$ cat src/rtl/jtag_ir_param.sv
// JTAG instruction register: capture/shift stage plus a held update stage, with
// a shift-length guard and one-hot decode that drives the data-register mux.
module jtag_ir_param #(
  parameter int                  IR_WIDTH  = 4,
  parameter logic [IR_WIDTH-1:0] BYPASS_OP = '1,
  parameter logic [IR_WIDTH-1:0] IDCODE_OP = IR_WIDTH'(1),
  parameter logic [IR_WIDTH-1:0] EXTEST_OP = IR_WIDTH'(0),
  parameter logic [IR_WIDTH-1:0] SAMPLE_OP = IR_WIDTH'(2)
) (
  input  logic                                      TCK,
  input  logic                                      RST,
  input  logic                                      TLR,
  input  logic                                      CAPTURE_IR,
  input  logic                                      SHIFT_IR,
  input  logic                                      UPDATE_IR,
  input  logic                                      TDI,
  input  logic [((IR_WIDTH > 2) ? IR_WIDTH-2 : 1)-1:0] STATUS,
  output logic                                      TDO,
  output logic [IR_WIDTH-1:0]                       INSTR,
  output logic                                      SEL_BYPASS,
  output logic                                      SEL_IDCODE,
  output logic                                      SEL_EXTEST,
  output logic                                      SEL_SAMPLE,
  output logic                                      SHORT_ERR
);

  localparam int CNT_W = $clog2(IR_WIDTH + 1);
  localparam logic [CNT_W-1:0] FULL_CNT = CNT_W'(IR_WIDTH);

  logic [IR_WIDTH-1:0] shift_reg;
  logic [CNT_W-1:0]    cnt_reg;
  logic [IR_WIDTH-1:0] instr_reg;
  logic                short_err_reg;
  logic [IR_WIDTH-1:0] capture_val;

  // The two LSBs always capture 2'b01 so board-level tests can find IR length.
  generate
    if (IR_WIDTH > 2) begin : g_status
      assign capture_val = {STATUS, 2'b01};
    end else begin : g_no_status
      assign capture_val = 2'b01;
    end
  endgenerate

  always_ff @(posedge TCK) begin
    if (RST) begin
      shift_reg     <= '0;
      cnt_reg       <= '0;
      instr_reg     <= IDCODE_OP;
      short_err_reg <= 1'b0;
    end else if (TLR) begin
      cnt_reg       <= '0;
      instr_reg     <= IDCODE_OP;
      short_err_reg <= 1'b0;
    end else if (CAPTURE_IR) begin
      shift_reg     <= capture_val;
      cnt_reg       <= '0;
      short_err_reg <= 1'b0;
    end else if (SHIFT_IR) begin
      shift_reg <= {TDI, shift_reg[IR_WIDTH-1:1]};
      if (cnt_reg != FULL_CNT) begin
        cnt_reg <= cnt_reg + 1'b1;
      end
    end else if (UPDATE_IR) begin
      // A short shift leaves a partial opcode in shift_reg; never apply it.
      if (cnt_reg == FULL_CNT) begin
        instr_reg <= shift_reg;
      end else begin
        short_err_reg <= 1'b1;
      end
    end
  end

  logic is_idcode;
  logic is_extest;
  logic is_sample;

  // Priority chain keeps the select lines one-hot even if opcodes alias.
  assign is_idcode = (instr_reg == IDCODE_OP);
  assign is_extest = (instr_reg == EXTEST_OP) && !is_idcode;
  assign is_sample = (instr_reg == SAMPLE_OP) && !is_idcode && !is_extest;

  assign TDO        = shift_reg[0];
  assign INSTR      = instr_reg;
  assign SHORT_ERR  = short_err_reg;
  assign SEL_IDCODE = is_idcode;
  assign SEL_EXTEST = is_extest;
  assign SEL_SAMPLE = is_sample;
  assign SEL_BYPASS = !(is_idcode || is_extest || is_sample);

endmodule

$ cat config.mk
export PLATFORM = sky130hd
export DESIGN_NAME = jtag_ir_param
export DESIGN_NICKNAME = d
export VERILOG_FILES = /design/src/rtl/jtag_ir_param.sv
export SDC_FILE = /design/constraint.sdc
export NUM_CORES = 1
export LEC_CHECK = 0
export ABC_AREA = 1
export BUFFER_PORTS_ARGS = -buffer_cell sky130_fd_sc_hd__buf_2
export CORE_MARGIN = 2
export CORE_UTILIZATION = 34
export DETAILED_ROUTE_END_ITERATION = 10
export HOLD_SLACK_MARGIN = 0.02
export PLACE_DENSITY = 0.57
export SYNTH_ARGS = -nofsm -noshare
export SYNTH_HDL_FRONTEND = slang
export SYNTH_SLANG_ARGS = --single-unit
$ cat constraint.sdc
create_clock -name TCK -period 2.5 [get_ports TCK]
set_input_delay 0.625 -clock TCK [delete_from_list [all_inputs] [get_ports TCK]]
set_output_delay 0.625 -clock TCK [all_outputs]
set_load 0.05 [all_outputs]
==> results.sh, run 1 <==
export IMPL_die_x_um=45.9
export IMPL_cpPeakStageDelay_ns=0.34
export IMPL_critPathLaunch="INSTR[3]"
export IMPL_place_congestion=0.700
export IMPL_p_clk_share_pct=31.6
export IMPL_startpoint_type="flop"
export IMPL_yosysWarnings=0
export IMPL_min_from="SHORT_ERR"
export IMPL_grt_max_degree=8
export IMPL_met2RoutedLength_um=547
export IMPL_wl_met1_um=591
export IMPL_syn_inst=93
export IMPL_drc_errors=0
export IMPL_clkLatencyLatePin_ns=0.26
export IMPL_p_per_area_nw_per_um2=482
export IMPL_status="finished, final reports clean"
export IMPL_slew_violations=0
export IMPL_numCtsBuffers=3
export IMPL_root_buffer="clkbuf_4"
export IMPL_numPortBuffers=18
export IMPL_num_antenna_cells=0
export IMPL_switching_share_pct=24.7
export IMPL_finalPower_w=0.000355
export IMPL_drt_initial_drc_count=5
export IMPL_gr_total_overflow=0
export IMPL_r2r_cells=8
export IMPL_seqPwrFrac_pct=56.6
export IMPL_ys_ff_latch=12
export IMPL_criticalPathCategory="flop to output pin"
export IMPL_tns_ns=0
export IMPL_r2r_end="INSTR[1]"
export IMPL_via_per_inst=4.63
export IMPL_initial_core_util_pct=35.3
export IMPL_nFillCells=191
export IMPL_hold_path_class="flop to flop"
export IMPL_hold_viol=0
export IMPL_max_clock_path_buffers=2
export IMPL_dieArea_sq_um=2100
export IMPL_arrival_ns=1.18
export IMPL_endpoint_kind="output pin"
export IMPL_antenna_found_initial=0
export IMPL_setup_viol=0
export IMPL_cts_resized=0
export IMPL_syn_area_per_cell_sq_um=6.40
export IMPL_grt_pass1_vias=516
export IMPL_num_rows=15
export IMPL_worstMarginPinSlew_ns=0.317
export IMPL_coreArea_sq_um=1690
export IMPL_syn_to_final_growth_pct=23.5
export IMPL_slew_headroom_pct=78.8
export IMPL_cp_data_required_time_ns=1.88
export IMPL_routed_wl_um=1230
export IMPL_r2r_start="cnt_reg[0]"
export IMPL_path_cells="nor2_1 -> nand2_1 -> nor2_1 -> buf_2"
export IMPL_hold_depth=2
export IMPL_path_buf_inv=1
export IMPL_cts_tree="built"
export IMPL_crit_top_cell="nor2_1"
export IMPL_p_int_w=0.000267
export IMPL_ios=19
export IMPL_vias=606
export IMPL_wl_per_cell_um=9.39
export IMPL_whs_endpoint="SHORT_ERR"
export IMPL_post_route_period_util_pct=72.2
export IMPL_grt_pass1_wl_um=1970
export IMPL_mappedNetlistArea_sq_um=596
export IMPL_wl_met3_um=78
export IMPL_yosysSeqAreaShare_pct=40.3
export IMPL_grt_usage_pct=13.2
export IMPL_peakVddDrop_uv=411
export IMPL_htreeDepth=1
export IMPL_cts_setup_buffers=0
export IMPL_ant_nets=0
export IMPL_postCtsHoldBufs=0
export IMPL_cap_violations=0
export IMPL_p_sw_w=0.0000876
export IMPL_max_freq_ghz=0.554
export IMPL_top_layer_used="met4"
export IMPL_clkTransAtPathRegs_ns=0.07
export IMPL_rsz0062_at_grt="false"
export IMPL_dp_hpwl_um=965
export IMPL_synth_distinct_cells=14
export IMPL_worst_path_max_delay_cell="dfxtp_1"
export IMPL_cp_top_family="flip-flops"
export IMPL_die_y_um=45.9
export IMPL_cts_sinks=12
export IMPL_period_minus_slack_ns=1.80
export IMPL_path_max_fanout=4
export IMPL_pwr_share_comb_pct=11.8
export IMPL_r2r_slack_ns=1.32
export IMPL_synth_nets=104
export IMPL_final_setup_skew_ns=0.00158
export IMPL_cellLeakagePower_nw=0.396
export IMPL_drive_above_1_share_pct=25.4
export IMPL_nets=127
export IMPL_drt_pass1_iter_count=4
metal layers:
layer	up-vias	track usage [%]
li1	329	-
met5	-	0
met2	17	22.5
met3	2	5.95
met1	258	14.8
met4	0	3.43
worst max-delay path by stage:
stage,to,slack (ns),cells past startpoint
2_1_floorplan,SEL_SAMPLE,0.15,2
3_3_place_gp,SEL_SAMPLE,1.02,3
3_5_place_dp,SEL_EXTEST,0.98,4
4_1_cts,SEL_EXTEST,0.69,4
5_1_grt,SEL_EXTEST,0.60,4
6_report,SEL_EXTEST,0.70,4
cell families (layout without fill, tap and decap cells):
family / count (synthesis) / in the layout / share of synthesized area, %
simple gates: 59 / 59 / 41.2
compound gates: 7 / 7 / 5.88
flops: 12 / 12 / 40.3
fa+ha+maj: 2 / 2 / 4.20
buf+inv: 13 / 34 / 8.40
cells in the final DEF (no fill, tap or decap), types with 2 or more instances in the layout:
cell type and n:
nand2_1 23, inv_1 11, nand3_1 5, o21ai_0 3
a21oi_1 3, nand2_2 4, nor2_1 24, buf_2 18
ha_1 2, dfxtp_1 12, clkbuf_4 3
power by group through the flow:
stage          Sequential (W)  Combinational, W  Clock (W)
2_1_floorplan        0.000210         0.0000219          0
3_3_place_gp         0.000205         0.0000420          0
3_5_place_dp         0.000205         0.0000422          0
4_1_cts              0.000200         0.0000425   0.000119
5_1_grt              0.000201         0.0000476   0.000125
6_report             0.000201         0.0000420   0.000112
synth_stat cells, drive strengths merged:
cell type  count  area (sq um)
dfxtp         12           240
a21oi          3          15.0
nor2          25          96.4
nand4          1          6.26
ha             2          25.0
clkinv         1          5.00
nor4           1          6.26
inv           12          45.0
nand3          5          25.0
o21ai          4          20.0
nand2         27           111
per-stage QoR:
| step | utilization (%) | setup slack, ns | area [sq um] | instances | hold WS [ns] |
|---|---|---|---|---|---|
| 2_1_floorplan | - | 0.149 | 602 | 93 | 0.453 |
| 3_3_place_gp | 42.2 | 1.02 | 713 | 128 | 0.457 |
| 3_5_place_dp | 42.2 | 0.982 | 713 | 128 | 0.459 |
| 4_1_cts | 43.6 | 0.688 | 736 | 131 | 0.478 |
| 5_1_grt | 43.6 | 0.597 | 736 | 131 | 0.507 |
| 6_report | 43.6 | 0.696 | 736 | 131 | 0.480 |
layout make-up:
class | instances | area [sq um] | area share, %
flip-flops and latches | 12 | 240 | 32.7
repair buffers | 18 | 90.1 | 12.2
well taps | 17 | 21.3 | 2.89
multi-input cells | 68 | 312 | 42.3
clock buffers | 3 | 22.5 | 3.06
inverters | 13 | 50.0 | 6.80
tightest hold or removal path: stages, from the launching register on:
cell	delay (ns)
dfxtp_1	0.32
a21oi_1	0.04
nor2_1	0.08
Power figures use the tool's default switching activity.
==> run 2, diff against run 1 <==
- ABC_AREA: 1 -> 0
- clock period: 2.5 -> 1.9 ns (I/O delays scaled with it)
==> run 2 against run 1 <==
Effect of this change:
- die area decreased by 0.98%
- first-iteration DRC count decreased by 20%
- final cell count decreased by 24%
- utilization increased by 0.86 points
- via count decreased by 17%
- worst setup slack got worse by 0.53 ns
- worst hold slack got worse by 0.018 ns
- sequential share of layout area decreased by 0.28 points
- register-to-register slack got worse by 0.83 ns
- non-clock buffer count unchanged
- critical path type unchanged
- critical endpoint is now SEL_IDCODE
==> results.sh, run 2 <==
export IMPL_cpPeakStageDelay_ns=0.45
export IMPL_synth_nets=74
export IMPL_synth_top_family_by_area="simple AND/OR/NAND/NOR gates"
export IMPL_max_clock_path_buffers=2
export IMPL_tns_ns=0
export IMPL_ys_ff_latch=12
export IMPL_synth_adder_area_share_pct=4.25
export IMPL_clkTransAtPathRegs_ns=0.08
export IMPL_numCtsBuffers=3
export IMPL_postPlaceCellArea_sq_um=706
export IMPL_cap_violations=0
export IMPL_synth_compound_area_share_pct=10.2
export IMPL_yosysMostFrequentCell="dfxtp_1"
export IMPL_pre_cts_ws_ns=0.454
export IMPL_die_y_um=45.6
export IMPL_met2RoutedLength_um=530
export IMPL_syn_to_final_growth_pct=25.9
export IMPL_layout_common_cells="buf_2 (18), dfxtp_1 (12), nor2_1 (9), mux2i_1 (8), nand2_1 (7)"
export IMPL_vias=505
export IMPL_root_buffer="clkbuf_4"
export IMPL_yosysWarnings=0
export IMPL_startpoint_type="flop"
export IMPL_worst_slack_ns=0.164
export IMPL_drt_pass1_iter_count=3
export IMPL_die_x_um=45.6
export IMPL_path_cells="nor4b_2 -> buf_2"
export IMPL_nets=94
export IMPL_wl_per_cell_um=11.3
export IMPL_synth_common_cells="dfxtp_1 (12), nor2_1 (9), mux2i_1 (8)"
export IMPL_postCtsHoldBufs=0
export IMPL_grt_usage_pct=12.8
export IMPL_max_freq_ghz=0.576
export IMPL_top_layer_used="met3"
export IMPL_p_per_area_nw_per_um2=696
export IMPL_hold_path_class="input port to flop"
export IMPL_synth_simple_area_share_pct=25.5
export IMPL_place_congestion=0.681
export IMPL_yosysSeqAreaShare_pct=40.8
export IMPL_finalPower_w=0.000517
export IMPL_synth_xor_area_share_pct=1.49
export IMPL_async_flop_share_pct=0
export IMPL_endpoint_kind="output pin"
export IMPL_final_common_cell="buf_2"
export IMPL_r2r_cells=5
export IMPL_wl_met1_um=525
export IMPL_nFillCells=171
export IMPL_wl_met3_um=65
export IMPL_cp_top_family="flip-flops"
export IMPL_path_max_fanout=6
export IMPL_htreeDepth=1
export IMPL_status="finished, final reports clean"
export IMPL_arrival_ns=1.26
export IMPL_ys_flop_type="dfxtp_1"
export IMPL_drt_initial_drc_count=4
export IMPL_hold_viol=0
export IMPL_hold_depth=2
export IMPL_mappedNetlistArea_sq_um=589
export IMPL_cts_setup_buffers=0
export IMPL_rsz0062_at_grt="false"
export IMPL_synth_top_area_cell="dfxtp_1"
export IMPL_criticalPathCategory="flop to output pin"
export IMPL_numPortBuffers=18
export IMPL_hold_slack_ns=0.463
export IMPL_grt_pass1_wl_um=1870
export IMPL_ios=19
export IMPL_syn_area_per_cell_sq_um=9.35
export IMPL_yosysTopAreaCellShare_pct=40.8
export IMPL_grt_max_degree=9
export IMPL_crit_cells=2
export IMPL_drc_errors=0
export IMPL_via_per_inst=5.10
export IMPL_num_rows=15
export IMPL_synth_edff_count=0
export IMPL_period_minus_slack_ns=1.74
export IMPL_cts_resized=0
export IMPL_slew_violations=0
export IMPL_routed_wl_um=1120
export IMPL_dieArea_sq_um=2080
export IMPL_synth_area_leaders="dfxtp_1 (41%), mux2i_1 (14%), nor2_1 (5.7%), nand2_1 (4.5%), ha_1 (4.2%)"
export IMPL_synthMuxAreaShare_pct=13.6
export IMPL_stdcell_area_sq_um=742
export IMPL_cellLeakagePower_nw=0.327
export IMPL_gr_total_overflow=0
export IMPL_grt_pass1_vias=437
export IMPL_cp_data_required_time_ns=1.42
export IMPL_post_route_period_util_pct=91.4
export IMPL_slew_headroom_pct=74.0
export IMPL_initial_core_util_pct=35.3
export IMPL_clkLatencyLatePin_ns=0.27
export IMPL_antenna_found_initial=0
export IMPL_ant_nets=0
export IMPL_final_setup_skew_ns=0.00223
export IMPL_cts_tree="built"
export IMPL_setup_viol=0
export IMPL_worst_path_max_delay_cell="dfxtp_1"
export IMPL_path_buf_inv=1
export IMPL_synth_distinct_cells=23
export IMPL_peakVddDrop_uv=485
export IMPL_syn_inst=63
export IMPL_num_antenna_cells=0
export IMPL_cts_sinks=12
export IMPL_drive_above_1_share_pct=32.9
export IMPL_coreArea_sq_um=1670
export IMPL_worstMarginPinSlew_ns=0.388
export IMPL_dp_hpwl_um=878
run 2: final cells by class:
type | instances | area [sq um] | share of cell area [%]
timing repair buffer | 18 | 90.1 | 12.1
inverter | 3 | 11.3 | 1.52
multi-input combinational | 45 | 343 | 46.2
clock buffer | 4 | 36.3 | 4.89
tap | 17 | 21.3 | 2.87
sequential | 12 | 240 | 32.4
run 2: cells by family (layout without fill, tap and decap cells):
| family | after synthesis | in the layout |
|---|---|---|
| AND/OR/NAND/NOR | 26 | 26 |
| flip-flops | 12 | 12 |
| AO/OA/AOI/OAI | 8 | 8 |
| multiplexers | 8 | 8 |
| buffers and inverters | 6 | 25 |
| adder cells (fa/ha/maj) | 2 | 2 |
| XOR/XNOR | 1 | 1 |
run 2: final timing paths:
check / from / to / slack, ns
hold reg to reg: SHORT_ERR / SHORT_ERR / 0.47
setup reg to reg: cnt_reg[0] / INSTR[2] / 0.49
hold / removal: RST / shift_reg[3] / 0.46
setup / recovery: INSTR[0] / SEL_IDCODE / 0.16
run 2: per-stage QoR:
stage,utilization (%),std cells
floorplan,-,63
global placement,42.2,95
detailed placement,42.2,95
CTS,44.4,99
global route,44.4,99
finish,44.4,99
run 2: power breakdown:
part | internal (W) | switching [W]
combinational | 0.0000215 | 0.0000312
sequential | 0.000258 | 0.00000510
clock | 0.000116 | 0.0000846
run 2: worst reg2reg max path: stages (launching register included):
cell and delay, ns:
dfxtp_1 0.34, inv_1 0.06, ha_1 0.17, nand2_1 0.11, nor4b_4 0.43, mux2i_1 0.23
run 2: layer usage:
layer / vias to the layer above / global-route usage, %
met1: 231 / 15.6
li1: 261 / -
met4: 0 / 1.76
met5: - / 0
met3: 0 / 7.14
met2: 13 / 20.0
==> run 3, diff against run 2 <==
- PLACE_DENSITY: 0.57 -> 0.58
==> run 3 against run 2 <==
Effect of this change:
- non-clock buffer count stayed put
- cell area shrank 1.9%
- sequential power about the same
- flip-flop and latch count unchanged
- fmax is 1.7% higher
- critical path depth unchanged
- clock skew fell by 0.0019 ns
- power fell by 10%
- worst hold slack better by 0.017 ns
- combinational power is 0.8% higher
- die area stayed put
- critical endpoint unchanged
- largest power group unchanged
==> results.sh, run 3 (synthesis gave the netlist of run 2 again) <==
export IMPL_status="finished, final reports clean"
export IMPL_cts_sinks=12
export IMPL_slew_headroom_pct=73.1
export IMPL_arrival_ns=1.23
export IMPL_setup_viol=0
export IMPL_period_minus_slack_ns=1.71
export IMPL_slew_violations=0
export IMPL_via_per_inst=4.97
export IMPL_peakVddDrop_uv=530
export IMPL_cts_resized=0
export IMPL_cp_top_family="flip-flops"
export IMPL_worstMarginPinSlew_ns=0.401
export IMPL_numPortBuffers=18
export IMPL_postCtsHoldBufs=0
export IMPL_max_clock_path_buffers=2
export IMPL_gr_total_overflow=0
export IMPL_nets=94
export IMPL_vias=487
export IMPL_post_route_period_util_pct=89.8
export IMPL_path_cells="nor4b_2 -> buf_2"
export IMPL_path_buf_inv=1
export IMPL_worst_path_max_delay_cell="dfxtp_1"
export IMPL_criticalPathCategory="flop to output pin"
export IMPL_antenna_found_initial=0
export IMPL_layout_common_cells="buf_2 (18), dfxtp_1 (12), nor2_1 (9), mux2i_1 (8), nand2_1 (7)"
export IMPL_place_congestion=0.689
export IMPL_p_per_area_nw_per_um2=636
export IMPL_grt_pass1_wl_um=1750
export IMPL_seq_area_sq_um=240
export IMPL_ant_nets=0
export IMPL_final_setup_skew_ns=0.000351
export IMPL_nFillCells=169
export IMPL_routed_wl_um=1130
export IMPL_cts_setup_buffers=0
export IMPL_endpoint_kind="output pin"
export IMPL_clkTransAtPathRegs_ns=0.07
export IMPL_dp_hpwl_um=887
export IMPL_startpoint_type="flop"
export IMPL_rsz0062_at_grt="false"
export IMPL_drive_above_1_share_pct=32.1
export IMPL_clkLatencyLatePin_ns=0.26
export IMPL_root_buffer="clkbuf_4"
export IMPL_wl_per_cell_um=11.5
export IMPL_die_x_um=45.6
export IMPL_die_y_um=45.6
export IMPL_path_max_fanout=6
export IMPL_grt_usage_pct=12.1
export IMPL_multi_input_area_sq_um=343
export IMPL_drt_initial_drc_count=6
export IMPL_htreeDepth=1
export IMPL_syn_to_final_growth_pct=23.6
export IMPL_drt_pass1_iter_count=4
export IMPL_ios=19
export IMPL_numCtsBuffers=3
export IMPL_coreArea_sq_um=1670
export IMPL_grt_max_degree=9
export IMPL_hold_viol=0
export IMPL_cp_data_required_time_ns=1.42
export IMPL_cpPeakStageDelay_ns=0.45
export IMPL_final_common_cell="buf_2"
export IMPL_num_rows=15
export IMPL_placed_cells=95
export IMPL_hold_path_class="input port to flop"
export IMPL_dieArea_sq_um=2080
export IMPL_cap_violations=0
export IMPL_initial_core_util_pct=35.3
export IMPL_drc_errors=0
export IMPL_cellLeakagePower_nw=0.320
export IMPL_num_antenna_cells=0
export IMPL_grt_pass1_vias=402
export IMPL_fin_cells=98
export IMPL_cts_tree="built"
export IMPL_max_freq_ghz=0.586
export IMPL_fin_util_pct=43.6
## run 3: changes by cell type in the layout (fill, tap and decap cells not counted), sizes merged
cell	previous run	this run
clkbuf	4	3
## run 3: layer usage
layer	track usage, %	vias up	routed length, um
met5	0	-	0
met4	3.53	0	0
met3	5.95	0	60
met2	17.5	11	493
met1	15.8	217	577
li1	-	259	-
## run 3: path summary, 6_finish.rpt
kind	startpoint	end	slack, ns	depth (start not counted)
worst max-delay path	INSTR[0]	SEL_IDCODE	0.19	2
worst min-delay path	RST	shift_reg[0]	0.48	2
worst max register to register	cnt_reg[0]	INSTR[2]	0.49	5
worst min register to register	SHORT_ERR	SHORT_ERR	0.48	2
## run 3: area by class of cell
cell class	instances	share of cell area [%]
Tap cell	17	2.92
Multi-Input combinational cell	45	47.1
Inverter	3	1.55
Timing Repair Buffer	18	12.4
Sequential cell	12	33.0
Clock buffer	3	3.09
## run 3: where the power goes
part	switching (W)	internal, W
Sequential	0.00000536	0.000258
Clock	0.0000738	0.0000731
Combinational	0.0000316	0.0000215
## run 3: through the flow
stage / instance area (sq um) / hold slack, ns / setup slack (ns) / power, W / setup TNS, ns
floorplan: 608 / 0.447 / -0.290 / 0.000306 / -0.710
global placement: 706 / 0.454 / 0.487 / 0.000322 / 0
detailed placement: 706 / 0.469 / 0.477 / 0.000322 / 0
CTS: 728 / 0.462 / 0.169 / 0.000475 / 0
global route: 728 / 0.474 / 0.0823 / 0.000496 / 0
finish: 728 / 0.480 / 0.194 / 0.000463 / 0
